File: src/rtl/serial_subtractor_pkg.sv
// rtl/serial_subtractor_pkg.sv - shared types and constants for the bit-serial subtractor
//
// Contents:
//   DEFAULT_WIDTH - default operand/result width
//   state_t       - controller state encoding (IDLE, RUN, DONE), 2 bits
package serial_subtractor_pkg;

    localparam int DEFAULT_WIDTH = 8;

    typedef enum logic [1:0] {
        IDLE = 2'd0,
        RUN  = 2'd1,
        DONE = 2'd2
    } state_t;

endpackage

File: src/rtl/serial_subtractor_fs_bit.sv
// rtl/serial_subtractor_fs_bit.sv - combinational 1-bit full-subtractor cell
//
// Ports:
//   a    in  minuend bit
//   b    in  subtrahend bit
//   bin  in  borrow in from the less significant bit
//   d    out difference bit (a - b - bin)
//   bout out borrow out to the next more significant bit
module fs_bit (
    input  logic a,
    input  logic b,
    input  logic bin,
    output logic d,
    output logic bout
);

    assign d    = a ^ b ^ bin;
    // Borrow when the minuend bit is 0 and the subtrahend bit is 1, or when
    // the bits are equal and a borrow is already pending.
    assign bout = (~a & b) | (~(a ^ b) & bin);

endmodule

File: src/rtl/serial_subtractor.sv
// rtl/serial_subtractor.sv - bit-serial unsigned subtractor, diff = a - b, LSB first
//
// Ports:
//   clk        in  clock, rising edge
//   rst        in  synchronous active-high reset
//   start      in  request, sampled only in IDLE or DONE
//   a, b       in  [WIDTH] minuend / subtrahend, captured on an accepted start
//   busy       out high while the serial operation runs
//   done       out one-cycle pulse, diff/borrow_out valid
//   diff       out [WIDTH] (a - b) mod 2^WIDTH, held until the next result
//   borrow_out out 1 iff a < b (unsigned), held like diff
//   ovf        out signed overflow flag, only with SERIAL_SUBTRACTOR_OVF_EN defined
//
// Build option: SERIAL_SUBTRACTOR_OVF_EN adds the ovf output.
module serial_subtractor
    import serial_subtractor_pkg::*;
#(
    parameter int WIDTH = DEFAULT_WIDTH
) (
    input  logic             clk,
    input  logic             rst,
    input  logic             start,
    input  logic [WIDTH-1:0] a,
    input  logic [WIDTH-1:0] b,
    output logic             busy,
    output logic             done,
    output logic [WIDTH-1:0] diff,
    output logic             borrow_out
`ifdef SERIAL_SUBTRACTOR_OVF_EN
    ,
    output logic             ovf
`endif
);

    localparam int             CW   = $clog2(WIDTH + 1);
    localparam logic [CW-1:0]  LAST = CW'(WIDTH - 1);

    state_t           state;
    logic [WIDTH-1:0] sa;
    logic [WIDTH-1:0] sb;
    logic [WIDTH-1:0] res;
    logic [CW-1:0]    count;
    logic             bw;
    logic             d;
    logic             bnext;
`ifdef SERIAL_SUBTRACTOR_OVF_EN
    // Operand sign bits are kept because the shift registers lose them.
    logic             a_msb;
    logic             b_msb;
`endif

    fs_bit u_fs_bit (
        .a    (sa[0]),
        .b    (sb[0]),
        .bin  (bw),
        .d    (d),
        .bout (bnext)
    );

    assign busy = (state == RUN);
    assign done = (state == DONE);

    always_ff @(posedge clk) begin
        if (rst) begin
            state      <= IDLE;
            sa         <= '0;
            sb         <= '0;
            res        <= '0;
            count      <= '0;
            bw         <= 1'b0;
            diff       <= '0;
            borrow_out <= 1'b0;
`ifdef SERIAL_SUBTRACTOR_OVF_EN
            a_msb      <= 1'b0;
            b_msb      <= 1'b0;
            ovf        <= 1'b0;
`endif
        end else begin
            case (state)
                IDLE, DONE: begin
                    if (start) begin
                        sa    <= a;
                        sb    <= b;
                        bw    <= 1'b0;
                        count <= '0;
                        state <= RUN;
`ifdef SERIAL_SUBTRACTOR_OVF_EN
                        a_msb <= a[WIDTH-1];
                        b_msb <= b[WIDTH-1];
`endif
                    end else begin
                        state <= IDLE;
                    end
                end
                RUN: begin
                    sa    <= sa >> 1;
                    sb    <= sb >> 1;
                    res   <= {d, res[WIDTH-1:1]};
                    bw    <= bnext;
                    count <= count + CW'(1);
                    // The edge that consumes the last bit also publishes the
                    // result, so diff never shows a partially shifted value.
                    if (count == LAST) begin
                        state      <= DONE;
                        diff       <= {d, res[WIDTH-1:1]};
                        borrow_out <= bnext;
`ifdef SERIAL_SUBTRACTOR_OVF_EN
                        ovf        <= (a_msb != b_msb) && (d != a_msb);
`endif
                    end
                end
                default: state <= IDLE;
            endcase
        end
    end

endmodule

File: config.mk
export PLATFORM = sky130hd
export DESIGN_NAME = serial_subtractor
export DESIGN_NICKNAME = d
export VERILOG_FILES = /design/src/rtl/serial_subtractor_pkg.sv /design/src/rtl/serial_subtractor_fs_bit.sv /design/src/rtl/serial_subtractor.sv
export SDC_FILE = /design/constraint.sdc
export NUM_CORES = 1
export LEC_CHECK = 0
export ABC_CLOCK_PERIOD_IN_PS = 3000
export BUFFER_PORTS_ARGS = -buffer_cell sky130_fd_sc_hd__buf_2
export CAP_MARGIN = 20
export CORE_MARGIN = 3
export CORE_UTILIZATION = 40
export CTS_BUF_LIST = sky130_fd_sc_hd__clkbuf_8
export DETAILED_ROUTE_END_ITERATION = 8
export MAX_ROUTING_LAYER = met4
export PLACE_DENSITY = 0.63
export RECOVER_POWER = 25
export SLEW_MARGIN = 20
export SYNTH_ARGS = -nofsm -noshare
export SYNTH_HDL_FRONTEND = slang
export SYNTH_SLANG_ARGS = --single-unit
File: constraint.sdc
create_clock -name clk -period 3 [get_ports clk]
set_input_delay 0 -clock clk [delete_from_list [all_inputs] [get_ports clk]]
set_output_delay 0 -clock clk [all_outputs]
set_load 0.03 [all_outputs]
==> impl_metrics.py <==
metrics = {
    "critical_path": {
        "cp_max_fo": 38,
        "critical_path_class": "flip-flop to flip-flop",
        "arrival_ns": 1.78,
        "crit_buf_inv": 2,
        "required_ns": 3.17,
        "worstSetupEndpointType": "flip-flop",
        "path_delay_family": "buffers and inverters",
        "slowest_delay_ns": 0.34,
        "crit_path_cell_trace": "nand2b_1 > buf_4 > inv_4 > nand4_2 > mux2_4",
        "critPathLaunchType": "flip-flop",
        "cp_slowest_cell": "inv_4",
    },
    "sta": {
        "hold_viol": 0,
        "setup_viol": 0,
        "relSlewSlack": 0.522,
        "fmax_mhz": 621,
        "min_period_ns": 1.61,
        "slew_violations": 0,
        "fin_hold_ws_ns": 0.00575,
        "rsz0062_at_grt": "no",
        "worst_pin_slew_ns": 0.717,
        "tns_ns": 0,
        "clock_skew_ns": 0.00269,
        "finalCritPeriodShare": 0.537,
    },
    "layout": {
        "syn2layout_area_growth_pct": 18.0,
        "nNetsFinal": 232,
        "stdcell_count": 260,
        "diodes": 0,
        "final_core_util": 0.500,
        "final_layout_size_suffix_gt1_frac": 0.156,
    },
    "detailed_routing": {
        "wirelength_um": 3210,
        "vias": 1379,
        "route.detailed.drc": 0,
        "firstDrtPassIters": 4,
        "drt_iter0_markers": 87,
        "wire_per_inst_um": 12.4,
        "via_per_inst": 5.30,
        "final_antenna_net_count": 0,
    },
    "clock_tree": {
        "cts-root-buf": "clkbuf_8",
        "clk_latency_ns": 0.28,
        "cts_num_sinks": 39,
        "htreeDepth": 2,
        "cts_buffers": 5,
        "cts_tree": "done",
        "cts_max_path_buffers": 2,
        "path_clk_slew_ns": 0.07,
    },
    "logic_synthesis": {
        "synthArstFlopShare": 0,
        "avgSynthCellArea_um2": 8.76,
        "synth_nets": 202,
        "netlist-cell-type-count": 26,
        "netlist_instances": 181,
        "yosysWarnings": 0,
        "ys_seq_area_frac": 0.493,
        "syn_area_um2": 1590,
        "synth_edf_count": 0,
        "synth-seq-cells": 39,
        "synth_flop_cell": "dfxtp_1",
    },
    "placed_design": {
        "io_buffers": 29,
        "dp.cells": 243,
        "dp_hpwl_um": 1970,
        "place.gp.congestion": 0.711,
    },
    "pwr": {
        "peakVddDrop_mv": 0.434,
        "power.total_uw": 990,
        "p_leak_uw": 0.000677,
        "p_per_area_nw_per_um2": 530,
    },
    "global_route": {
        "use_met1": 0.174,
        "grt_overflow": 0,
        "busiest_layer": "met2",
        "grtUsageTotal": 0.152,
        "antenna_found_initial": 0,
        "met3_usage": 0.0438,
        "grtUsageMet2": 0.254,
        "grt_pass1_vias": 1229,
        "grt_pass1_wl_um": 5330,
        "grt_max_degree": 41,
    },
    "die": {
        "die_w_um": 69.0,
        "die_area_um2": 4750,
        "ios": 30,
        "fp-row-count": 22,
        "die_h_um": 69.0,
        "start_util": 0.423,
        "coreArea_um2": 3740,
    },
    "outcome": {
        "outcome": "finished, final reports clean",
    },
    "flow_run": {
        "maxCapViolations": 0,
    },
    "worst_hold_path": {
        "hold_class": "primary input to flip-flop",
    },
}
worst reg2reg max path, stage by stage (launching register included):
cell	delay, ns
dfxtp_1	0.31
nand2b_1	0.13
buf_4	0.25
inv_4	0.34
nand4_2	0.17
mux2_4	0.31
state kept, by name, summed over array words and instances, names as in the netlist:
name,flops
borrow_out,1
res,7
sa,8
diff,8
state,2
bw,1
sb,8
count,4
cells in the mapped netlist, types with 3 or more instances:
| cell | instances | share of area |
|---|---|---|
| buf_2 | 8 | 0.025 |
| dfxtp_1 | 39 | 0.49 |
| nand2b_1 | 4 | 0.016 |
| a21oi_1 | 37 | 0.12 |
| o21ai_0 | 8 | 0.025 |
| nand2_1 | 17 | 0.040 |
| clkbuf_1 | 3 | 0.0071 |
| nand3_1 | 27 | 0.085 |
| a22oi_1 | 14 | 0.066 |
timing repair:
item                                   CTS  global route
hold buffers                             9             0
setup buffers                            0             0
resized for setup                        0             0
endpoints found under the hold margin    9             0
worst paths after layout:
check / startpoint / slack [ns] / end / depth (start not counted)
worst max-delay path: state[1]$_SDFFE_PP0P_ / 1.39 / count[3]$_SDFFE_PP0P_ / 5
worst min-delay path: a[3] / 0.006 / sa[3]$_SDFFE_PP0P_ / 3
worst max register to register: state[1]$_SDFFE_PP0P_ / 1.39 / count[3]$_SDFFE_PP0P_ / 5
worst min register to register: res[1]$_SDFFE_PP0P_ / 0.47 / res[1]$_SDFFE_PP0P_ / 2
cells in the final DEF, fill, tap and decap left out, types with 3 or more instances in the layout:
cell / instances
a21oi_1: 37
a22oi_1: 14
buf_2: 19
clkbuf_1: 10
clkbuf_8: 5
clkinv_2: 3
dfxtp_1: 39
dlygate4sd3_1: 9
nand2_1: 17
nand2b_1: 4
nand3_1: 27
o21ai_0: 8
report_power, final:
group	switching, uW	total (uW)	internal, uW	leakage [uW]
combinational	66.2	109	43.0	0.000312
clock	175	334	159	0.0000477
sequential	10.9	547	537	0.000317
total	252	990	739	0.000677
stage by stage:
stage               worst slack (ns)  cell area (um^2)
floorplan                       1.76              1590
global route                    1.29              1870
finish                          1.39              1870
detailed placement              1.42              1710
global placement                1.44              1710
CTS                             1.41              1880
area by class of cell:
cell class	count	area, um^2
clock buffer	5	68.8
clock inverter	3	15.0
fill	385	1870
inverter	3	13.8
multi-input combinational	122	694
sequential	39	781
tap	48	60.1
timing repair buffer	40	238
cells by family (layout without fill, tap and decap cells):
group / after synthesis / count (layout) / synth area share
buf+inv: 20 / 51 / 0.0695
compound gates: 61 / 61 / 0.219
fa+ha+maj: 2 / 2 / 0.0205
simple gates: 57 / 57 / 0.180
mux: 2 / 2 / 0.0189
flops: 39 / 39 / 0.493
metal layers:
layer	vias up	wire length [um]
met5	-	0
met4	0	24
met3	2	120
met2	23	1560
met1	653	1510
li1	701	-
Note: power is estimated with default switching activity, not from simulation.
